### config.mk
export PLATFORM = sky130hd
export DESIGN_NAME = zombie_target_gen
export DESIGN_NICKNAME = d
export VERILOG_FILES = /design/src/rtl/zombie_target_gen.sv
export SDC_FILE = /design/constraint.sdc
export NUM_CORES = 1
export LEC_CHECK = 0
export ABC_AREA = 1
export BUFFER_PORTS_ARGS = -buffer_cell sky130_fd_sc_hd__buf_2
export CAP_MARGIN = 40
export CORE_AREA = 5 5 114 116
export CTS_CLUSTER_SIZE = 10
export DETAILED_ROUTE_END_ITERATION = 10
export DIE_AREA = 0 0 119 121
export MAX_ROUTING_LAYER = met4
export PLACE_DENSITY = 0.48
export SETUP_SLACK_MARGIN = 0.5
export SLEW_MARGIN = 20
export SYNTH_ARGS = -nofsm -noshare
export SYNTH_HDL_FRONTEND = slang
export SYNTH_SLANG_ARGS = --single-unit
### constraint.sdc
create_clock -name i_clk -period 2.6 [get_ports i_clk]
set_input_delay 0.26 -clock i_clk [delete_from_list [all_inputs] [get_ports i_clk]]
set_output_delay 0.26 -clock i_clk [all_outputs]
set_load 0.005 [all_outputs]
### src/rtl/zombie_target_gen.sv
// rtl/zombie_target_gen.sv - whack-a-target game: LFSR target pick, timed rounds, hit/miss scoring
// Optional build macro: ZOMBIE_NO_REPEAT_EN (consecutive targets always differ)

module zombie_target_gen #(
   parameter int                NUM_TGT = 3,
   parameter int                LFSR_W  = 16,
   parameter logic [LFSR_W-1:0] TAPS    = 16'hB400,
   parameter logic [LFSR_W-1:0] SEED    = {{(LFSR_W-1){1'b0}}, 1'b1},
   parameter int                TIMEOUT = 31250000,
   parameter int                GAP     = 6250000,
   parameter int                SCORE_W = 8,
   localparam int               IDX_W   = (NUM_TGT > 1) ? $clog2(NUM_TGT) : 1
) (
   input  logic               i_clk,
   input  logic               i_rst,
   input  logic               i_start,
   input  logic               i_stop,
   input  logic [NUM_TGT-1:0] i_btn,
   output logic [NUM_TGT-1:0] o_tgt_led,
   output logic [IDX_W-1:0]   o_tgt_idx,
   output logic               o_hit,
   output logic               o_miss,
   output logic [SCORE_W-1:0] o_score,
   output logic               o_busy
);

   localparam logic [LFSR_W-1:0] SEED_EFF   = (SEED == '0) ? {{(LFSR_W-1){1'b0}}, 1'b1} : SEED;
   localparam logic [31:0]       TIMEOUT_LD = 32'(TIMEOUT - 1);
   localparam logic [31:0]       GAP_LD     = 32'(GAP - 1);
   localparam logic [IDX_W-1:0]  LAST_IDX   = IDX_W'(NUM_TGT - 1);

   typedef enum logic [1:0] {
      S_IDLE,
      S_ARM,
      S_SHOW,
      S_GAP
   } state_t;

   state_t               r_state;
   state_t               w_next;

   logic [NUM_TGT-1:0]   r_btn_s1;
   logic [NUM_TGT-1:0]   r_btn_s2;
   logic [NUM_TGT-1:0]   r_btn_prev;
   logic [NUM_TGT-1:0]   r_btn_edge;
   logic [1:0]           r_warm;
   logic                 r_start_d;
   logic [LFSR_W-1:0]    r_lfsr;
   logic [31:0]          r_cnt;
   logic [IDX_W-1:0]     r_tgt_idx;
   logic [SCORE_W-1:0]   r_score;

   logic                 w_start_rise;
   logic [IDX_W+7:0]     w_prod;
   logic [IDX_W-1:0]     w_pick;
   logic [IDX_W-1:0]     w_arm_idx;
   logic [NUM_TGT-1:0]   w_onehot;
   logic                 w_good;
   logic                 w_bad;
   logic                 w_hit;
   logic                 w_miss;

   assign w_start_rise = i_start & ~r_start_d;

   // Scale the low LFSR byte into 0..NUM_TGT-1 without a divider.
   assign w_prod = (IDX_W + 8)'(r_lfsr[7:0]) * (IDX_W + 8)'(NUM_TGT);
   assign w_pick = IDX_W'(w_prod >> 8);

`ifdef ZOMBIE_NO_REPEAT_EN
   assign w_arm_idx = (w_pick != r_tgt_idx) ? w_pick :
                      (w_pick == LAST_IDX)  ? '0     : w_pick + IDX_W'(1);
`else
   assign w_arm_idx = w_pick;
`endif

   assign w_onehot = {{(NUM_TGT-1){1'b0}}, 1'b1} << r_tgt_idx;
   assign w_good   = |(r_btn_edge & w_onehot);
   assign w_bad    = |(r_btn_edge & ~w_onehot);

   // Button synchronizers and rising-edge pulses; edges are masked until the
   // pipeline has refilled after reset so a held button cannot look like a press.
   always_ff @(posedge i_clk or posedge i_rst) begin
      if (i_rst) begin
         r_btn_s1   <= '0;
         r_btn_s2   <= '0;
         r_btn_prev <= '0;
         r_btn_edge <= '0;
         r_warm     <= 2'd0;
      end else begin
         r_btn_s1   <= i_btn;
         r_btn_s2   <= r_btn_s1;
         r_btn_prev <= r_btn_s2;
         r_btn_edge <= r_btn_s2 & ~r_btn_prev & {NUM_TGT{r_warm == 2'd3}};
         if (r_warm != 2'd3) begin
            r_warm <= r_warm + 2'd1;
         end
      end
   end

   // Free-running Galois LFSR, stepped every cycle regardless of game state.
   always_ff @(posedge i_clk or posedge i_rst) begin
      if (i_rst) begin
         r_lfsr <= SEED_EFF;
      end else begin
         r_lfsr <= r_lfsr[0] ? ((r_lfsr >> 1) ^ TAPS) : (r_lfsr >> 1);
      end
   end

   // Game state register and start-level history.
   always_ff @(posedge i_clk or posedge i_rst) begin
      if (i_rst) begin
         r_state   <= S_IDLE;
         r_start_d <= 1'b0;
      end else begin
         r_state   <= w_next;
         r_start_d <= i_start;
      end
   end

   // Next-state and hit/miss decode; stop outranks everything, a wrong press
   // outranks a correct one, and any press outranks the timeout.
   always_comb begin
      w_next = r_state;
      w_hit  = 1'b0;
      w_miss = 1'b0;
      case (r_state)
         S_IDLE: begin
            if (!i_stop && w_start_rise) begin
               w_next = S_ARM;
            end
         end
         S_ARM: begin
            w_next = i_stop ? S_IDLE : S_SHOW;
         end
         S_SHOW: begin
            if (i_stop) begin
               w_next = S_IDLE;
            end else if (w_bad) begin
               w_miss = 1'b1;
               w_next = S_GAP;
            end else if (w_good) begin
               w_hit  = 1'b1;
               w_next = S_GAP;
            end else if (r_cnt == '0) begin
               w_miss = 1'b1;
               w_next = S_GAP;
            end
         end
         S_GAP: begin
            if (i_stop) begin
               w_next = S_IDLE;
            end else if (r_cnt == '0) begin
               w_next = S_ARM;
            end
         end
         default: w_next = S_IDLE;
      endcase
   end

   // Shared round timer: lit time in SHOW, dark time in GAP.
   always_ff @(posedge i_clk or posedge i_rst) begin
      if (i_rst) begin
         r_cnt <= '0;
      end else begin
         case (r_state)
            S_ARM:   r_cnt <= TIMEOUT_LD;
            S_SHOW:  r_cnt <= (w_next == S_GAP) ? GAP_LD : r_cnt - 32'd1;
            S_GAP:   r_cnt <= r_cnt - 32'd1;
            default: r_cnt <= r_cnt;
         endcase
      end
   end

   // Target latch in ARM and saturating score, cleared when a game begins.
   always_ff @(posedge i_clk or posedge i_rst) begin
      if (i_rst) begin
         r_tgt_idx <= '0;
         r_score   <= '0;
      end else begin
         if (r_state == S_ARM && w_next == S_SHOW) begin
            r_tgt_idx <= w_arm_idx;
         end
         if (r_state == S_IDLE && w_next == S_ARM) begin
            r_score <= '0;
         end else if (w_hit && r_score != '1) begin
            r_score <= r_score + SCORE_W'(1);
         end
      end
   end

   assign o_tgt_led = (r_state == S_SHOW) ? w_onehot : '0;
   assign o_tgt_idx = r_tgt_idx;
   assign o_hit     = w_hit;
   assign o_miss    = w_miss;
   assign o_score   = r_score;
   assign o_busy    = (r_state != S_IDLE);

endmodule

# Word level (Yosys, flattened, before mapping)
# Cells that the tools add are included.
word_totals:
  regBits: 75
  latchBits: 0
  ramBits: 0
  romBits: 0
  output_inout_bits: 16
  elab_cells: 70
  mem_count: 0
classes:
  addsub: 3
  mul: 1
  div: 0
  magnitude_cmp: 0
  n_eq_ne: 9
  n_shift: 1
  mux: 24
  bitwise_logic: 9
  n_reduce_logical: 12
ops:
  columns: ["operator", "count"]
  rows:
  - ["case mux 32 bit (3 select lines)", 1]
  - ["logical NOT 32 bit", 1]
  - ["two-way mux 32 bit", 1]
  - ["subtractor 32 x 1 -> 32 bit, second input constant", 1]
  - ["two-way mux 16 bit", 1]
  - ["two-way mux 2 bit", 8]
  - ["two-way mux 8 bit", 2]
  - ["AND 3 bit", 4]
  - ["equality test 2 bit, second input constant", 5]
  - ["multiplier 8 x 2 -> 10 bit, second input constant", 1]
  - ["two-way mux 1 bit", 9]
  - ["adder 8 x 1 -> 8 bit, second input constant", 1]
  - ["inequality test 8 bit, second input constant", 1]
  - ["case mux 2 bit (4 select lines)", 1]
  - ["NOT 3 bit", 2]
  - ["OR reduction 3 bit", 2]
  - ["equality test 2 x 1 -> 1 bit, second input constant", 2]
  - ["logical AND 1 bit", 4]
  - ["NOT 3 -> 4 bit", 1]
  - ["nonzero test 2 bit", 2]
  - ["two-way mux 3 bit", 1]
  - ["nonzero test 3 bit", 1]
  - ["left shift 1 x 2 -> 3 bit, first input constant", 1]
  - ["adder 2 x 1 -> 2 bit, second input constant", 1]
  - ["other kinds (5)", 5]

# Longest topological paths before layout
# Gate-level depths: netlist of run 1.
logic_depth:
  depth_word: 10
  mapped_depth: 11
  ltp_nobuf: 10

# Worst setup path before layout of run 1
# Ideal clock, no wire load.
synth_timing:
  path_type: "flip-flop to flip-flop"
  from: "reg r_cnt[0]"
  to: "reg r_cnt[13]"
  t_arrival_ps: 1533
  slack_ps: 945
  path_stages_with_launch: 11
  synth_period_minus_slack_ps: 1655
  cell_sequence: "dfrtp_1 inv_2 ha_1 nand3_4 nor2_8 nand4_2 nand3_2 nand3_4 buf_6 nand3_1 o21ai_1"
synth_via:
  elab_chain_len: 9
  word_cells_on_any_way: 12
  classes_between: "add/sub: 1; eq/ne: 1; mux: 9; reduce/logical: 1"
synth_rtl:
  columns: ["element", "line", "source"]
  rows:
  - ["start: declaration", "49", "logic [31:0] r_cnt;"]
  - ["start signal: assignment", "167", "S_SHOW: r_cnt <= (w_next == S_GAP) ? GAP_LD : r_cnt - 32'd1;"]
  - ["start signal: assignment", "168", "S_GAP: r_cnt <= r_cnt - 32'd1;"]
  - ["start signal: assignment", "169", "default: r_cnt <= r_cnt;"]
  - ["logical NOT 32 bit", "144, 152", null]
  - ["two-way mux 2 bit", "144", "end else if (r_cnt == '0) begin"]
  - ["two-way mux 2 bit", "141", "end else if (w_good) begin"]
  - ["two-way mux 2 bit", "138", "end else if (w_bad) begin"]
  - ["two-way mux 2 bit", "136", "if (i_stop) begin"]
  - ["case mux 2 bit (4 select lines)", "126", "case (r_state)"]
  - ["equality test 2 bit", "167", null]
  - ["two-way mux 32 bit", "167", null]
  - ["case mux 32 bit (3 select lines) *", "165", "case (r_state)"]
# Mark *: on every way between the ends. The rest lies on a longest branch, timed or not.
# A chain may end at the register's enable or synchronous reset.

# Worst setup path in the final report of run 1
layout_timing:
  from: "reg r_cnt[0]"
  to: "out o_miss"
layout_via:
  elab_chain_len: 6
layout_rtl:
  columns: ["element", "line", "source"]
  rows:
  - ["logical NOT 32 bit", "144", null]
  - ["two-way mux 1 bit", "144", null]
  - ["two-way mux 1 bit", "141", null]
  - ["two-way mux 1 bit", "138", null]
  - ["two-way mux 1 bit", "136", null]
  - ["two-way mux 1 bit", "126", null]
  - ["end: declaration", "22", "output logic o_miss,"]
# No other way between the ends.

==> impl_metrics.env, run 1 <==
export IMPL_final_util=0.399
export IMPL_antenna_found_initial=0
export IMPL_track_usage=0.135
export IMPL_async_reset_ff_frac=1.00
export IMPL_cts_buffer_depth=2
export IMPL_powerDensity_nw_per_um2=663
export IMPL_finalSetupViolations=0
export IMPL_synth_top_area_frac=0.455
export IMPL_syn_to_final_growth_pct=15.8
export IMPL_syn_inst=479
export IMPL_clk_latency_ns=0.34
export IMPL_cts_tree="built"
export IMPL_diodes=0
export IMPL_io_buffers=22
export IMPL_cts_sinks=75
export IMPL_p_leak_nw=2.29
export IMPL_die_w_um=119
export IMPL_hold_path_class="in2async"
export IMPL_viasPerCell=4.70
export IMPL_max_cap_viol_count=0
export IMPL_synth_seq_cells=75
export IMPL_cts_made_buffers=9
export IMPL_cts_max_level=3
export IMPL_dpl_cell_area_um2=4330
export IMPL_crit_required_ns=2.34
export IMPL_finalPower_mw=3.12
export IMPL_hold_viol_final=0
export IMPL_ant_nets=0
export IMPL_gp_congestion=0.835
export IMPL_yosysWarningCount=0
export IMPL_status="finished clean"
export IMPL_arrival_ns=1.76
export IMPL_finalMaxSlewViolations=0
export IMPL_period_share=0.776
export IMPL_final_nets=528
export IMPL_synthDistinctLibCells=35
export IMPL_core_area_um2=11800
export IMPL_dpl_hpwl_um=6060
export IMPL_worst_slack_ns=0.582
export IMPL_dp_worst_setup_slack_ns=0.529
export IMPL_routed_wl_um=8650
export IMPL_critPathLaunchType="register"
export IMPL_synth_area_leaders="dfrtp_1, nand2_1, xor2_1"
export IMPL_drive_above_1_share=0.196
export IMPL_rsz0062_at_grt="yes"
export IMPL_io_pins=23
export IMPL_clockRootBuffer="clkbuf_16"
export IMPL_grt_pass1_wl_um=15100
export IMPL_period_minus_slack_ns=2.02
export IMPL_avgSynthCellArea_um2=8.49
export IMPL_syn_area_um2=4070
export IMPL_crit_fanout=5
export IMPL_avgRoutedWirePerCell_um=13.1
export IMPL_dr_first_iter_drc_count=174
export IMPL_die_h_um=121
export IMPL_ys_seq_area_frac=0.462
export IMPL_ys_flop_type="dfrtp_1"
export IMPL_yosys_area_top_type="dfrtp_1"
export IMPL_fin_skew_ns=0.00550
export IMPL_clk_pin_slew_worst_paths_ns=0.06
export IMPL_start_util=0.344
export IMPL_grt_overflow_total=0
export IMPL_finalInstanceArea_um2=4710
export IMPL_worstSetupPathType="reg2out"
export IMPL_die_area_um2=14400
export IMPL_synth_edf_count=0
export IMPL_end_kind="primary output"
export IMPL_dr_total_vias=3110
export IMPL_ir_worst_vdd_mv=0.467
export IMPL_fp_row_count=40
export IMPL_grt_max_degree=46
export IMPL_worstMarginPinSlew_ns=0.673
export IMPL_fmax_mhz=495
export IMPL_grt_pass1_vias=3099
export IMPL_dr_pass1_iters=4
export IMPL_post_route_drc_count=0
export IMPL_max_slew_margin=0.550
export IMPL_syn_nets=497
export IMPL_tns_ns=0
[Yosys cell counts, types with 6 or more instances]
cell / number
a21oi_1: 7
dfrtp_1: 74
o21ai_1: 7
ha_1: 11
nand3_2: 12
nor2_4: 6
xor2_1: 29
nand4_1: 9
inv_2: 7
nand2_1: 114
nor2_1: 62
nand3_1: 45
or2_2: 6
inv_1: 41
o21ai_0: 11
[cells in the final DEF (no fill, tap or decap), drive strengths merged, types with 8 or more instances in the layout]
cell type and instances:
nor2 74, or2 8, ha 11, nand3 59, o21ai 18, clkbuf 9, buf 29, inv 51
dfrtp 74, nand2 114, nand4 11, xor2 29
[stage by stage]
| stage | hold WS, ns | cells |
|---|---|---|
| 2_1_floorplan | 0.291 | 479 |
| 3_3_place_gp | 0.334 | 641 |
| 3_5_place_dp | 0.335 | 641 |
| 4_1_cts | 0.00111 | 657 |
| 5_1_grt | 0.00696 | 662 |
| 6_report | 0.0157 | 662 |
[critical path: stages, from the launching register on]
cell	delay, ns
dfrtp_1	0.38
inv_2	0.10
ha_4	0.17
nand3_4	0.12
nor2_8	0.13
nand4_2	0.11
inv_1	0.11
a21oi_1	0.07
nor2_1	0.10
buf_2	0.12
[kinds of logic (layout without fill, tap and decap cells)]
group	after synthesis	in the layout	synth area share
and+or+nand+nor	271	271	0.328
buffers and inverters	58	94	0.0606
DFF	75	75	0.462
xor gates and xnor gates	33	33	0.0711
adders and majority gates	11	11	0.0338
AOI/OAI and AO/OA	29	29	0.0391
muxes	2	2	0.00554
[report_power, final]
part / internal (mW) / switching, mW / total, mW
sequential: 1.26 / 0.102 / 1.36
clock: 0.757 / 0.532 / 1.29
combinational: 0.169 / 0.298 / 0.468
total: 2.19 / 0.932 / 3.12
[worst paths after layout]
check	depth (start not counted)	start	endpoint	slack (ns)
hold / removal	2	i_rst	r_lfsr[2]	0.02
setup / recovery	9	r_cnt[0]	o_miss	0.58
min in group i_clk	1	i_btn[2]	r_btn_s1[2]	0.02
max in group asynchronous	3	i_rst	r_cnt[31]	1.93
setup reg to reg	8	o_tgt_idx[1]	r_cnt[23]	0.70
hold reg to reg	0	r_btn_s1[0]	r_btn_s2[0]	0.35
[registers in the layout (all words and copies together), names as in the netlist]
register and cells:
o_score 8, r_lfsr 16, r_warm 2, r_btn_prev 3, r_cnt 32, r_btn_edge 3
r_state 2, r_start_d 1, o_tgt_idx 2, r_btn_s2 3, r_btn_s1 3
[metal layers]
layer | up-vias | routed length, um | track usage
li1 | 1589 | - | -
met1 | 1468 | 4170 | 0.167
met2 | 38 | 4000 | 0.211
met3 | 15 | 287 | 0.0378
met4 | 0 | 185 | 0.0550
met5 | - | 0 | -
[area by class of cell]
type | count | area [um2]
sequential | 75 | 1880
multi-input combinational | 346 | 1970
tap | 147 | 184
timing repair buffer | 30 | 185
fill | 1209 | 7100
inverter | 48 | 184
clock buffer | 9 | 225
clock inverter | 7 | 80.1
[timing repair]
item | 4_1_cts | 5_1_grt
setup endpoints to repair | 1 | 18
setup buffers | 0 | 4
pin swaps | 0 | 2
hold endpoints to repair | 0 | 1
resized for setup | 2 | 7
cloned | 0 | 0
hold buffers | 0 | 1
Note: power is estimated with default switching activity, not from simulation.
==> run 2, diff against run 1 <==
clock period = 2.1 ns   (was 2.6 ns; I/O delays follow)
==> run 2 against run 1 <==
Clock skew rose by 0.0027 ns. Routed wire length rose by 14%. Die area did not move. Power rose by 32%. Combinational power rose by 66%. Non-clock buffer count rose by 54. Clock-buffer cell count did not move.
==> impl_metrics.env, run 2 (same netlist as run 1, synthesis figures left out) <==
export IMPL_dr_total_vias=3317
export IMPL_max_cap_viol_count=0
export IMPL_final_cell_mix="nand2_1, dfrtp_1, buf_4, nor2_1, nand3_1"
export IMPL_dpl_hpwl_um=6400
export IMPL_min_from="i_stop"
export IMPL_fillers=1151
export IMPL_finalMaxSlewViolations=0
export IMPL_holdPathStages=4
export IMPL_worstSetupPathType="reg2out"
export IMPL_fmax_mhz=537
export IMPL_tns_ns=0
export IMPL_period_minus_slack_ns=1.86
export IMPL_max_slew_margin=0.660
export IMPL_crit_fanout=4
export IMPL_rr_worst_depth=11
export IMPL_viasPerCell=4.63
export IMPL_ant_nets=0
export IMPL_regMostFlops="r_cnt"
export IMPL_diodes=0
export IMPL_clk_pin_slew_worst_paths_ns=0.07
export IMPL_grt_overflow_total=0
export IMPL_gp_congestion=0.837
export IMPL_startpoint="o_tgt_idx[1]"
export IMPL_end_kind="primary output"
export IMPL_final_nets=583
export IMPL_r2r_start="o_tgt_idx[0]"
export IMPL_ir_worst_vdd_mv=0.451
export IMPL_grt_max_degree=33
export IMPL_dr_pass1_iters=4
export IMPL_antenna_found_initial=0
export IMPL_period_share=0.888
export IMPL_final_util=0.459
export IMPL_place_inst=644
export IMPL_fin_cells=717
export IMPL_multi_input_area_um2=2220
export IMPL_fp_row_count=40
export IMPL_cts_buffer_depth=2
export IMPL_cts_max_level=3
export IMPL_fin_skew_ns=0.00823
export IMPL_core_area_um2=11800
export IMPL_r2r_end="r_cnt[14]"
export IMPL_p_leak_nw=2.56
export IMPL_largest_reg_flops=32
export IMPL_drive_above_1_share=0.361
export IMPL_final_common_cell="nand2_1"
export IMPL_status="finished clean"
export IMPL_hold_viol_final=0
export IMPL_finalInstanceArea_um2=5420
export IMPL_rsz0062_at_grt="yes"
export IMPL_die_h_um=121
export IMPL_track_usage=0.144
export IMPL_io_buffers=22
export IMPL_powerDensity_nw_per_um2=759
export IMPL_cts_made_buffers=9
export IMPL_die_area_um2=14400
export IMPL_io_pins=23
export IMPL_dp_worst_setup_slack_ns=0.0908
export IMPL_worst_r2r_setup_slack_ns=0.34
export IMPL_hold_end="r_state[0]"
export IMPL_hold_path_class="in2reg"
export IMPL_regArea_um2=1890
export IMPL_clk_latency_ns=0.34
export IMPL_finalSetupViolations=0
export IMPL_grt_pass1_vias=3260
export IMPL_clockRootBuffer="clkbuf_16"
export IMPL_dr_first_iter_drc_count=197
export IMPL_critPathLaunchType="register"
export IMPL_grt_pass1_wl_um=16100
export IMPL_cts_sinks=75
export IMPL_syn_to_final_growth_pct=33.3
export IMPL_avgRoutedWirePerCell_um=13.8
export IMPL_dpl_cell_area_um2=4360
export IMPL_die_w_um=119
export IMPL_arrival_ns=1.65
export IMPL_worst_slack_ns=0.236
export IMPL_post_route_drc_count=0
export IMPL_worstMarginPinSlew_ns=0.508
export IMPL_routed_wl_um=9890
export IMPL_start_util=0.344
export IMPL_crit_required_ns=1.89
export IMPL_cts_tree="built"
-- run 2: cell count changes in the layout (fill, tap and decap cells not counted), moves of 5 or more --
cell and delta:
buf_4 +46, dfrtp_1 -13, dfrtp_2 +13, ha_1 -5
ha_4 +5, inv_1 -5, nand2_1 -9, nand2_2 +8
nor2_1 -15, nor2_2 +8, nor2_4 +7
-- run 2: timing repair --
action | CTS | global route
pin swaps | 12 | 18
buffers inserted | 19 | 32
endpoints found under the hold margin | 23 | 0
endpoints found under the setup margin | 44 | 47
gates resized for setup | 29 | 53
hold buffers | 5 | 0
gates cloned | 0 | 1
-- run 2: critical path, stage by stage (launching register included) --
cell,delay (ns)
dfrtp_1,0.41
inv_2,0.09
nand2_2,0.06
o211ai_1,0.28
inv_2,0.12
a21oi_1,0.16
nor2_1,0.06
buf_2,0.12
-- run 2: area by class of cell --
cell class / instances / area share
multi-input cells: 347 / 0.409
flip-flops and latches: 75 / 0.349
repair buffers: 84 / 0.115
clock buffers: 9 / 0.0415
inverters: 48 / 0.0344
well taps: 147 / 0.0339
clock inverters: 7 / 0.0162
-- run 2: metal layers --
| metal | track usage | routed length, um | vias up |
|---|---|---|---|
| met5 | - | 0 | - |
| met4 | 0.0521 | 141 | 0 |
| met3 | 0.0354 | 252 | 8 |
| met2 | 0.217 | 4800 | 26 |
| met1 | 0.189 | 4700 | 1571 |
| li1 | - | - | 1712 |
-- run 2: how the worst max path moves through the flow --
stage	slack, ns	to	depth (start not counted)
floorplan	0.50	r_cnt[13]	10
global placement	0.12	r_cnt[27]	9
detailed placement	0.09	r_cnt[27]	9
CTS	0.19	o_miss	9
global route	0.17	o_miss	7
finish	0.24	o_miss	7
-- run 2: through the flow --
step / hold WS (ns) / power [mW]
5_1_grt: 0.214 / 4.35
4_1_cts: 0.163 / 4.04
3_5_place_dp: 0.283 / 2.28
3_3_place_gp: 0.265 / 2.26
6_report: 0.184 / 4.11
2_1_floorplan: 0.241 / 2.11
-- run 2: power by group --
group / switching [mW] / internal [mW]
registers: 0.131 / 1.57
logic: 0.449 / 0.328
clock network: 0.687 / 0.954
total: 1.27 / 2.85
==> run 3, diff against run 2 <==
==> constraint.sdc (replaced) <==
create_clock -name i_clk -period 2.1 [get_ports i_clk]
set_input_delay 0.105 -clock i_clk [delete_from_list [all_inputs] [get_ports i_clk]]
set_output_delay 0.105 -clock i_clk [all_outputs]
set_load 0.005 [all_outputs]
==> run 3 against run 2 <==
Maximum frequency is 5.9% higher. Flip-flop and latch count unchanged. Power fell by 4.1%. Sequential power is essentially flat. Non-clock buffer count fell by 6. Global-route usage up 0.64 points. Die area did not move. Combinational power down 6.3%. First-iteration DRC count rose by 14%. Critical path type unchanged. Critical endpoint unchanged. Largest cell class unchanged. Largest power group unchanged. Highest routed layer unchanged.
==> impl_metrics.env, run 3 (same netlist as run 1, synthesis figures left out) <==
export IMPL_crit_required_ns=2.00
export IMPL_cts_max_level=3
export IMPL_power_net_switching_mw=1.25
export IMPL_viasPerCell=4.70
export IMPL_worstMarginPinSlew_ns=0.724
export IMPL_dpl_hpwl_um=6360
export IMPL_fp_row_count=40
export IMPL_die_area_um2=14400
export IMPL_max_cap_viol_count=0
export IMPL_status="finished clean"
export IMPL_grt_pass1_wl_um=16800
export IMPL_post_route_drc_count=0
export IMPL_antenna_found_initial=0
export IMPL_io_pins=23
export IMPL_syn_to_final_growth_pct=30.1
export IMPL_final_nets=577
export IMPL_swShare=0.316
export IMPL_die_h_um=121
export IMPL_end_kind="primary output"
export IMPL_period_share=0.838
export IMPL_dr_pass1_iters=4
export IMPL_clk_pin_slew_worst_paths_ns=0.06
export IMPL_avgRoutedWirePerCell_um=13.6
export IMPL_largest_reg_flops=32
export IMPL_diodes=0
export IMPL_clk_latency_ns=0.35
export IMPL_dr_total_vias=3345
export IMPL_finalPower_mw=3.95
export IMPL_comb_power_share=0.184
export IMPL_powerDensity_nw_per_um2=745
export IMPL_drt_met1_wl_um=4500
export IMPL_dp_worst_setup_slack_ns=0.0734
export IMPL_final_util=0.448
export IMPL_route_met3_wl_um=341
export IMPL_grt_overflow_total=0
export IMPL_worstSetupPathType="reg2out"
export IMPL_p_leak_nw=2.53
export IMPL_grt_pass1_vias=3407
export IMPL_fmax_mhz=568
export IMPL_place_inst=643
export IMPL_arrival_ns=1.65
export IMPL_period_minus_slack_ns=1.76
export IMPL_critPathLaunchType="register"
export IMPL_max_slew_margin=0.516
export IMPL_cts_tree="built"
export IMPL_power_internal_mw=2.70
export IMPL_gp_congestion=0.843
export IMPL_drive_above_1_share=0.326
export IMPL_rsz0062_at_grt="yes"
export IMPL_dr_max_layer_used="met4"
export IMPL_worst_slack_ns=0.340
export IMPL_hold_path_class="in2reg"
export IMPL_pwr_share_seq=0.429
export IMPL_final_common_cell="nand2_1"
export IMPL_routed_wl_um=9650
export IMPL_tns_ns=0
export IMPL_dr_first_iter_drc_count=225
export IMPL_start_util=0.344
export IMPL_hold_viol_final=0
export IMPL_ir_worst_vdd_mv=0.510
export IMPL_fin_skew_ns=0.00572
export IMPL_cts_sinks=75
export IMPL_crit_fanout=4
export IMPL_finalMaxSlewViolations=0
export IMPL_clockRootBuffer="clkbuf_16"
export IMPL_p_clk_frac=0.387
export IMPL_core_area_um2=11800
export IMPL_io_buffers=22
export IMPL_regMostFlops="r_cnt"
export IMPL_fillers=1159
export IMPL_cts_buffer_depth=2
export IMPL_track_usage=0.151
export IMPL_fin_cells=711
export IMPL_finalSetupViolations=0
export IMPL_grt_max_degree=33
export IMPL_cts_made_buffers=9
export IMPL_wl_met2_um=4560
export IMPL_ant_nets=0
export IMPL_die_w_um=119
export IMPL_final_cell_mix="nand2_1, dfrtp_1, nor2_1, buf_4, nand3_1"
## run 3: changes by cell type in the layout (fill, tap and decap cells not counted), moves of 2 or more
cell and delta:
nand2_2 -3, inv_2 -2, dfrtp_2 -6, nand2_1 +3, ha_4 -2, dfrtp_1 +6
nor2_4 -3, buf_4 -6, nor2_1 +3, inv_1 +2
## run 3: final timing paths
check | cells after the start | slack (ns) | to | startpoint
worst min-delay path | 4 | 0.06 | r_state[0] | i_stop
worst max-delay path | 8 | 0.34 | o_miss | r_cnt[5]
min in group asynchronous | 3 | 0.41 | r_cnt[13] | i_rst
worst min register to register | 0 | 0.35 | r_btn_s2[0] | r_btn_s1[0]
worst max register to register | 11 | 0.36 | r_cnt[1] | o_tgt_idx[0]
max in group asynchronous | 4 | 1.00 | r_cnt[5] | i_rst
## run 3: metrics by stage
step	hold slack (ns)	instance area, um2
2_1_floorplan	0.136	4070
3_3_place_gp	0.215	4350
3_5_place_dp	0.216	4350
4_1_cts	0.0589	5090
5_1_grt	0.0824	5290
6_report	0.0648	5290
## run 3: final cells by class
type	instances	area (um2)	share of cell area
Clock buffer	9	225	0.0425
Sequential cell	75	1890	0.356
Tap cell	147	184	0.0347
Multi-Input combinational cell	347	2150	0.407
Clock inverter	7	70.1	0.0132
Timing Repair Buffer	78	588	0.111
Inverter	48	186	0.0352
## run 3: power by group through the flow
| stage | combinational (mW) | sequential (mW) | clock [mW] |
|---|---|---|---|
| after detailed placement | 0.562 | 1.71 | 0 |
| after global routing | 0.827 | 1.71 | 1.65 |
| final | 0.728 | 1.69 | 1.53 |
| after global placement | 0.551 | 1.71 | 0 |
| after CTS | 0.703 | 1.69 | 1.59 |
| after floorplan | 0.426 | 1.68 | 0 |
## run 3: layer usage
layer,global-route usage,vias to the layer above
li1,-,1701
met1,0.187,1584
met2,0.234,41
met3,0.0368,19
met4,0.0666,0
met5,-,-
## run 3: what timing repair did
action,4_1_cts,5_1_grt
endpoints found under the setup margin,43,48
gates resized for setup,38,22
pin swaps,18,16
endpoints found under the hold margin,34,0
setup buffers,32,14
hold buffers,5,0
gates cloned,1,0
## run 3: worst max-delay path, stage by stage (launching register included)
cell and delay [ns]:
dfrtp_2 0.44, nor2_4 0.15, nand3_4 0.12, nor2_8 0.11
nand4_4 0.13, inv_2 0.09, a21oi_2 0.05, nor2_1 0.09
buf_2 0.12
